### src/rtl/maze_pkg.sv
// Shared types for the maze solver family: move encoding and the path-player FSM states.
package maze_pkg;

  typedef enum logic [1:0] {
    MoveUp    = 2'd0,
    MoveRight = 2'd1,
    MoveLeft  = 2'd2,
    MoveDown  = 2'd3
  } move_t;

  typedef enum logic [2:0] {
    StIdle    = 3'd0,
    StFetch   = 3'd1,
    StApply   = 3'd2,
    StPresent = 3'd3,
    StDone    = 3'd4
  } player_state_t;

endpackage

### src/rtl/maze_pos_update.sv
// Combinational next-position: applies one move to (row, column), wrapping modulo the grid
// size, and flags moves that would leave the grid.
module maze_pos_update
  import maze_pkg::*;
#(
  parameter int unsigned GRID_BITS = 4
) (
  input  logic [GRID_BITS-1:0] i_row,
  input  logic [GRID_BITS-1:0] i_column,
  input  logic [1:0]           i_move,
  output logic [GRID_BITS-1:0] o_row,
  output logic [GRID_BITS-1:0] o_column,
  output logic                 o_out_of_bounds
);

  localparam logic [GRID_BITS-1:0] MaxCoord = '1;
  localparam logic [GRID_BITS-1:0] One      = GRID_BITS'(1);

  move_t w_move;
  assign w_move = move_t'(i_move);

  always_comb begin
    o_row           = i_row;
    o_column        = i_column;
    o_out_of_bounds = 1'b0;
    unique case (w_move)
      MoveUp: begin
        o_row           = i_row - One;
        o_out_of_bounds = (i_row == '0);
      end
      MoveDown: begin
        o_row           = i_row + One;
        o_out_of_bounds = (i_row == MaxCoord);
      end
      MoveLeft: begin
        o_column        = i_column - One;
        o_out_of_bounds = (i_column == '0);
      end
      MoveRight: begin
        o_column        = i_column + One;
        o_out_of_bounds = (i_column == MaxCoord);
      end
    endcase
  end

endmodule

### src/rtl/maze_path_player.sv
// Replays the solver's move queue from (0,0), presenting each cell over valid/ready.
// Define MAZE_PATH_PLAYER_BOUNDS_CHECK_EN to reject off-grid moves instead of wrapping.
module maze_path_player
  import maze_pkg::*;
#(
  parameter int unsigned GRID_BITS = 4,
  parameter int unsigned COUNT_W   = 8,
  parameter int unsigned GOAL_ROW  = 15,
  parameter int unsigned GOAL_COL  = 15
) (
  input  logic                 i_clock,
  input  logic                 i_reset,
  input  logic                 i_start,
  input  logic                 i_queue_empty,
  input  logic [1:0]           i_move,
  output logic                 o_deq,
  output logic                 o_step_valid,
  input  logic                 i_step_ready,
  output logic [GRID_BITS-1:0] o_row,
  output logic [GRID_BITS-1:0] o_column,
  output logic [COUNT_W-1:0]   o_step_count,
  output logic                 o_busy,
  output logic                 o_done,
  output logic                 o_at_goal,
  output logic                 o_error
);

  localparam logic [GRID_BITS-1:0] GoalRow  = GRID_BITS'(GOAL_ROW);
  localparam logic [GRID_BITS-1:0] GoalCol  = GRID_BITS'(GOAL_COL);
  localparam logic [COUNT_W-1:0]   CountMax = '1;

  player_state_t          r_state, w_state_next;
  move_t                  r_move, w_move_next;
  logic [GRID_BITS-1:0]   r_row, w_row_next;
  logic [GRID_BITS-1:0]   r_column, w_column_next;
  logic [COUNT_W-1:0]     r_count, w_count_next;
  logic                   r_at_goal, w_at_goal_next;
  logic                   w_error_set;
  logic                   w_error_clr;

  logic [GRID_BITS-1:0]   w_pos_row;
  logic [GRID_BITS-1:0]   w_pos_column;
  logic                   w_pos_oob;
  logic                   w_reject;

  maze_pos_update #(
    .GRID_BITS(GRID_BITS)
  ) u_pos_update (
    .i_row          (r_row),
    .i_column       (r_column),
    .i_move         (r_move),
    .o_row          (w_pos_row),
    .o_column       (w_pos_column),
    .o_out_of_bounds(w_pos_oob)
  );

`ifdef MAZE_PATH_PLAYER_BOUNDS_CHECK_EN
  assign w_reject = w_pos_oob;
`else
  logic w_unused_oob;
  assign w_unused_oob = w_pos_oob;
  assign w_reject     = 1'b0;
`endif

  always_comb begin
    w_state_next   = r_state;
    w_move_next    = r_move;
    w_row_next     = r_row;
    w_column_next  = r_column;
    w_count_next   = r_count;
    w_at_goal_next = r_at_goal;
    w_error_set    = 1'b0;
    w_error_clr    = 1'b0;
    o_deq          = 1'b0;
    unique case (r_state)
      StIdle, StDone: begin
        if (i_start) begin
          w_state_next   = StFetch;
          w_row_next     = '0;
          w_column_next  = '0;
          w_count_next   = '0;
          w_at_goal_next = 1'b0;
          w_error_clr    = 1'b1;
        end
      end
      StFetch: begin
        if (i_queue_empty) begin
          w_state_next   = StDone;
          w_at_goal_next = (r_row == GoalRow) && (r_column == GoalCol);
        end else begin
          w_move_next  = move_t'(i_move);
          o_deq        = 1'b1;
          w_state_next = StApply;
        end
      end
      StApply: begin
        if (w_reject) begin
          // Rejected move leaves position and count untouched and ends the replay.
          w_error_set    = 1'b1;
          w_at_goal_next = 1'b0;
          w_state_next   = StDone;
        end else begin
          w_row_next    = w_pos_row;
          w_column_next = w_pos_column;
          if (r_count != CountMax) begin
            w_count_next = r_count + COUNT_W'(1);
          end
          w_state_next = StPresent;
        end
      end
      StPresent: begin
        if (i_step_ready) begin
          w_state_next = StFetch;
        end
      end
      default: begin
        w_state_next = StIdle;
      end
    endcase
  end

  always_ff @(posedge i_clock or negedge i_reset) begin
    if (!i_reset) begin
      r_state   <= StIdle;
      r_move    <= MoveUp;
      r_row     <= '0;
      r_column  <= '0;
      r_count   <= '0;
      r_at_goal <= 1'b0;
    end else begin
      r_state   <= w_state_next;
      r_move    <= w_move_next;
      r_row     <= w_row_next;
      r_column  <= w_column_next;
      r_count   <= w_count_next;
      r_at_goal <= w_at_goal_next;
    end
  end

`ifdef MAZE_PATH_PLAYER_BOUNDS_CHECK_EN
  logic r_error;

  always_ff @(posedge i_clock or negedge i_reset) begin
    if (!i_reset) begin
      r_error <= 1'b0;
    end else if (w_error_clr) begin
      r_error <= 1'b0;
    end else if (w_error_set) begin
      r_error <= 1'b1;
    end
  end

  assign o_error = r_error;
`else
  logic w_unused_err;
  assign w_unused_err = w_error_set | w_error_clr;
  assign o_error      = 1'b0;
`endif

  assign o_step_valid = (r_state == StPresent);
  assign o_busy       = (r_state == StFetch) || (r_state == StApply) || (r_state == StPresent);
  assign o_done       = (r_state == StDone);
  assign o_at_goal    = r_at_goal;
  assign o_row        = r_row;
  assign o_column     = r_column;
  assign o_step_count = r_count;

endmodule

### config.mk
export PLATFORM = sky130hd
export DESIGN_NAME = maze_path_player
export DESIGN_NICKNAME = d
export VERILOG_FILES = /design/src/rtl/maze_pkg.sv /design/src/rtl/maze_pos_update.sv /design/src/rtl/maze_path_player.sv
export SDC_FILE = /design/constraint.sdc
export NUM_CORES = 1
export LEC_CHECK = 0
export ABC_AREA = 1
export CORE_UTILIZATION = 35
export CTS_CLUSTER_DIAMETER = 40
export DETAILED_ROUTE_END_ITERATION = 8
export PLACE_DENSITY = 0.6
export SYNTH_ARGS = -nofsm -noshare
export SYNTH_HDL_FRONTEND = slang
export SYNTH_HIERARCHICAL = 1
export SYNTH_SLANG_ARGS = --single-unit
### constraint.sdc
create_clock -name i_clock -period 2.7 [get_ports i_clock]
set_input_delay 0.27 -clock i_clock [delete_from_list [all_inputs] [get_ports i_clock]]
set_output_delay 0.27 -clock i_clock [all_outputs]
set_load 0.005 [all_outputs]
==> results of run 1 <==
[cells in the final DEF (no fill, tap or decap)]
cell type and count:
nand3_2 1, clkbuf_8 3, buf_4 1, nand4_1 5, a21oi_1 1, nor3_1 1, nand2_1 81, xnor2_1 5
inv_2 2, o21ai_1 4, nand2_4 1, xor2_1 2, o21bai_1 1, or2_1 2, nor2_1 9, o21ai_0 4
clkdlybuf4s50_1 27, nand3_1 20, conb_1 1, ha_1 8, fa_1 2, dfrtp_1 22, nor2_2 2, bufinv_16 1
inv_1 18
[path summary, 6_finish.rpt]
| check | start | endpoint | slack, ps | cells after the start |
|---|---|---|---|---|
| setup / recovery | r_state[2]$_DFFE_PN0P_ | o_deq | 770 | 4 |
| hold / removal | i_reset | o_step_count[0]$_DFFE_PN0P_ | 350 | 2 |
| setup reg to reg | r_move[0]$_DFFE_PN0P_ | o_column[3]$_DFFE_PN0P_ | 920 | 11 |
| hold reg to reg | r_move[1]$_DFFE_PN0P_ | r_move[1]$_DFFE_PN0P_ | 510 | 2 |
| max in group asynchronous | i_reset | r_move[0]$_DFFE_PN0P_ | 2130 | 2 |
| min in group i_clock | r_move[1]$_DFFE_PN0P_ | r_move[1]$_DFFE_PN0P_ | 510 | 2 |
[cell type report]
| type | instances | area share, % |
|---|---|---|
| timing repair buffer | 28 | 15.3 |
| clock buffer | 3 | 2.28 |
| tap | 48 | 3.31 |
| inverter | 20 | 4.14 |
| sequential | 22 | 30.4 |
| multi-input combinational | 150 | 42.9 |
| clock inverter | 1 | 1.66 |
[layer usage]
layer / GRT usage, % / vias to the layer above / wire [um]
li1: - / 673 / -
met4: 7.71 / 0 / 68
met5: 0 / - / 0
met1: 20.6 / 549 / 1460
met2: 25.4 / 31 / 1360
met3: 1.55 / 5 / 105
[state kept, by name, summed over array words and instances, names as in the netlist]
name and count:
o_column 4, r_move 2, o_at_goal 1, r_state 3, o_step_count 8, o_row 4
[stage by stage]
stage / setup WS [ps] / std cells
floorplan: 1090 / 197
global placement: 922 / 268
detailed placement: 941 / 268
CTS: 749 / 272
global route: 613 / 272
finish: 769 / 272
[power by group through the flow]
| stage | Combinational [mW] | Clock (mW) | Sequential, mW |
|---|---|---|---|
| after CTS | 0.968 | 0.324 | 0.547 |
| final | 0.958 | 0.312 | 0.546 |
| after detailed placement | 0.964 | 0 | 0.552 |
| after floorplan | 0.690 | 0 | 0.534 |
| after global routing | 1.11 | 0.338 | 0.564 |
| after global placement | 0.950 | 0 | 0.553 |
==> impl_metrics.csv, run 1 <==
group,metric,value,unit
status,status,"finished, final reports clean",
floorplan,ioPinCount,29,
placed_design,placed_cell_area,1740,um^2
clock_network,cts.sinks,22,
sta,layout_worst_path_cycle_share,71.5,%
pwr,p_sw_share,42.5,%
final_layout,nNetsFinal,242,
sta,period_minus_slack,1930,ps
pwr,combPwrFrac,52.8,%
global_route,grt_max_degree,23,
floorplan,die_h,66.1,um
global_route,grt_pass1_vias,1146,
worst_setup_path,worstPathArrival,1660,ps
route,wl_per_cell,11.0,um
synth,netlist_instances,197,
sta,rsz0062_at_grt,"no",
floorplan,std_cell_rows,22,
clock_network,cts_buffer_depth,2,
sta,fin_tns_setup,0,ps
clock_network,post_cts_buffers,0,
pwr,switchingPower,0.771,mW
route,drc,0,
route,drt_first_pass_iters,4,
floorplan,initial_utilization,37.9,%
final_layout,finalInstanceArea,1810,um^2
final_layout,regArea,551,um^2
sta,setup_viol_count_final,0,
clock_network,clk_pin_slew_worst_paths,80,ps
clock_network,cts_tree,"done",
sta,fmax,518,MHz
route,vias,1258,
sta,drv_slew,0,
sta,hold_violations,0,
placed_design,gp_congestion,0.783,
worst_setup_path,worstSetupPathType,"reg -> out",
sta,relSlewSlack,65.2,%
global_route,antenna_found_initial,0,
synth,avgSynthCellArea,7.31,um^2
final_layout,num_antenna_cells,0,
worst_setup_path,crit_family,"buffers and inverters",
pwr,design_power_total,1.82,mW
sta,holdWs,347,ps
final_layout,final_util,47.7,%
worst_setup_path,required,2430,ps
synth,yosysWarningCount,6,
clock_network,numCtsBuffers,3,
global_route,grt_pass1_wl,5130,um
pwr,power_leakage,0.883,nW
worst_setup_path,critical_path.cell_chain,"inv_2 -> nand3_1 -> nor2_1 -> clkdlybuf4s50_1",
route,postRouteAntennaNets,0,
floorplan,die_area,4380,um^2
synth,synth_fp_nets,214,
worst_setup_path,cpPeakStageDelay,550,ps
worst_setup_path,worst-path-buf-inv,2,
pwr,p_clk_share,17.2,%
clock_network,cts-htree-levels,1,
global_route,gr-total-overflow,0,
clock_network,insertion_delay,270,ps
hold_path,worstHoldPathType,"in -> async",
worst_setup_path,cp_slowest_cell,"clkdlybuf4s50_1",
pwr,intPower,1.04,mW
clock_network,post_cts_resized,0,
pwr,vdd_drop_max,0.612,mV
placed_design,port_buffers,27,
final_layout,area_delta_synth_final,25.9,%
pwr,power_frac_seq,30.1,%
worst_setup_path,end_kind,"primary output",
worst_setup_path,crit_fanout,5,
sta,worstMarginPinSlew,521,ps
pwr,power_density,1000,nW/um^2
sta,fin_skew,2.65,ps
clock_network,cts-root-buf,"clkbuf_8",
run,drv_cap,0,
route,dr.first_iter.drc_count,76,
route,vias_per_cell,4.63,
final_layout,multi_input_area,778,um^2
final_layout,fillers,374,
worst_setup_path,critPathLaunchType,"flop",
global_route,gr-usage-all-layers,15.6,%
final_layout,drive_gt1_share,4.91,%
floorplan,core_area,3800,um^2
clock_network,postCtsHoldBufs,0,
placed_design,hpwl,2220,um
floorplan,die_w,66.1,um
synth,synthesis.area,1440,um^2
route,totalWireLength,2990,um
(Power assumes the default switching activity.)
==> run 2, diff against run 1 <==
clock period = 2 ns   (was 2.7 ns; I/O delays follow)
==> run 2 against run 1 <==
Compared with the run above:
- via count grew 2.2%
- sequential share of layout area shrank 0.10 points
- cell count grew 1.1%
- routed wire length grew 1.4%
- die area is the same
- clock skew grew 1.2 ps
- sequential power grew 35%
- register-to-register slack lost 700 ps
- global-route usage grew 0.20 points
- sequential cell count is the same
- final area grew 0.34%
- largest cell class unchanged
==> impl_metrics.csv, run 2 (synthesized netlist as in run 1, its figures left out) <==
group,metric,value,unit
run,drv_cap,0,
final_layout,final_cell_mix,"nand2_1 (81), clkdlybuf4s50_1 (27), dfrtp_1 (22), nand3_1 (20), inv_1 (18)",
sta,layout_worst_path_cycle_share,93.8,%
clock_network,post_cts_buffers,0,
hold_path,worstHoldPathType,"in -> async",
final_layout,nNetsFinal,245,
floorplan,initial_utilization,37.9,%
global_route,grt_max_degree,23,
sta,hold_violations,0,
placed_design,hpwl,2250,um
placed_design,gp_congestion,0.740,
sta,rsz0062_at_grt,"no",
pwr,design_power_total,2.40,mW
route,totalWireLength,3040,um
worst_setup_path,worstPathArrival,1680,ps
route,drc,0,
worst_setup_path,worstSetupPathType,"reg -> out",
clock_network,cts-root-buf,"clkbuf_8",
sta,drv_slew,0,
clock_network,clk_pin_slew_worst_paths,90,ps
clock_network,cts_buffer_depth,2,
global_route,gr-usage-all-layers,15.8,%
final_layout,drive_gt1_share,6.17,%
sta,fin_tns_setup,0,ps
floorplan,std_cell_rows,22,
clock_network,insertion_delay,270,ps
status,status,"finished, final reports clean",
global_route,grt_pass1_wl,5290,um
route,vias,1286,
floorplan,die_w,66.1,um
floorplan,ioPinCount,29,
clock_network,cts_tree,"done",
sta,period_minus_slack,1880,ps
sta,setup_viol_count_final,0,
floorplan,die_h,66.1,um
placed_design,dp_slack,247,ps
worst_setup_path,required,1800,ps
final_layout,area_delta_synth_final,26.3,%
sta,fin_skew,3.88,ps
clock_network,cts-htree-levels,1,
final_layout,fillers,389,
sta,setup_slack,125,ps
sta,fmax,533,MHz
pwr,power_leakage,0.890,nW
clock_network,cts.sinks,22,
clock_network,postCtsHoldBufs,0,
clock_network,numCtsBuffers,3,
floorplan,core_area,3800,um^2
worst_setup_path,critPathLaunchType,"flop",
worst_setup_path,r2r-start,"r_move[1]$_DFFE_PN0P_",
route,drt_first_pass_iters,4,
floorplan,die_area,4380,um^2
pwr,power_density,1320,nW/um^2
route,postRouteAntennaNets,0,
global_route,antenna_found_initial,0,
final_layout,num_antenna_cells,0,
route,vias_per_cell,4.68,
route,wl_per_cell,11.0,um
global_route,grt_pass1_vias,1147,
final_layout,final_common_cell,"nand2_1",
final_layout,final_util,47.9,%
worst_setup_path,crit_fanout,5,
worst_setup_path,startpoint,"r_state[2]$_DFFE_PN0P_",
final_layout,largest_reg_flops,8,
pwr,vdd_drop_max,0.539,mV
worst_setup_path,end_kind,"primary output",
clock_network,post_cts_resized,0,
route,dr.first_iter.drc_count,117,
placed_design,port_buffers,27,
global_route,gr-total-overflow,0,
## run 2: cell types whose count changed in the layout (fill, tap and decap cells not counted)
cell / delta
bufinv_16: -1
clkbuf_8: +1
buf_4: +3
## run 2: final timing paths
path / endpoint / cells after the start / slack, ps
max in group asynchronous: o_step_count[0]$_DFFE_PN0P_ / 2 / 1500
min: o_step_count[3]$_DFFE_PN0P_ / 2 / 270
max: o_deq / 4 / 120
min reg2reg: r_move[1]$_DFFE_PN0P_ / 2 / 510
min in group i_clock: r_move[0]$_DFFE_PN0P_ / 3 / 450
max reg2reg: o_column[3]$_DFFE_PN0P_ / 11 / 220
## run 2: final cells by class
class                           instances  area, um^2  share of cell area [%]
Multi-Input combinational cell        150         778                    42.8
Sequential cell                        22         551                    30.3
Timing Repair Buffer                   31         300                    16.5
Inverter                               20        75.1                    4.13
Tap cell                               48        60.1                    3.30
Clock buffer                            4        55.1                    3.03
## run 2: metal layers
| layer | global-route usage, % | share of wire, % |
|---|---|---|
| met1 | 22.6 | 51 |
| met2 | 24.6 | 44 |
| met3 | 1.55 | 3.6 |
| met4 | 5.59 | 1.0 |
| met5 | 0 | 0 |
## run 2: stage by stage
step / cell area [um^2] / hold WS [ps] / std cells
after floorplan: 1440 / -95.6 / 197
final: 1820 / 275 / 275
after global placement: 1760 / 489 / 271
after CTS: 1820 / 286 / 275
after global routing: 1820 / 300 / 275
after detailed placement: 1760 / 496 / 271
## run 2: where the power goes
| part | internal [mW] | switching [mW] |
|---|---|---|
| clock | 0.176 | 0.159 |
| sequential | 0.570 | 0.166 |
| combinational | 0.599 | 0.726 |
| total | 1.34 | 1.05 |
## run 2: critical path: stages (launching register included)
cell             delay (ps)
dfrtp_1                 410
inv_2                    90
nand3_1                 110
nor2_1                  230
clkdlybuf4s50_1         560
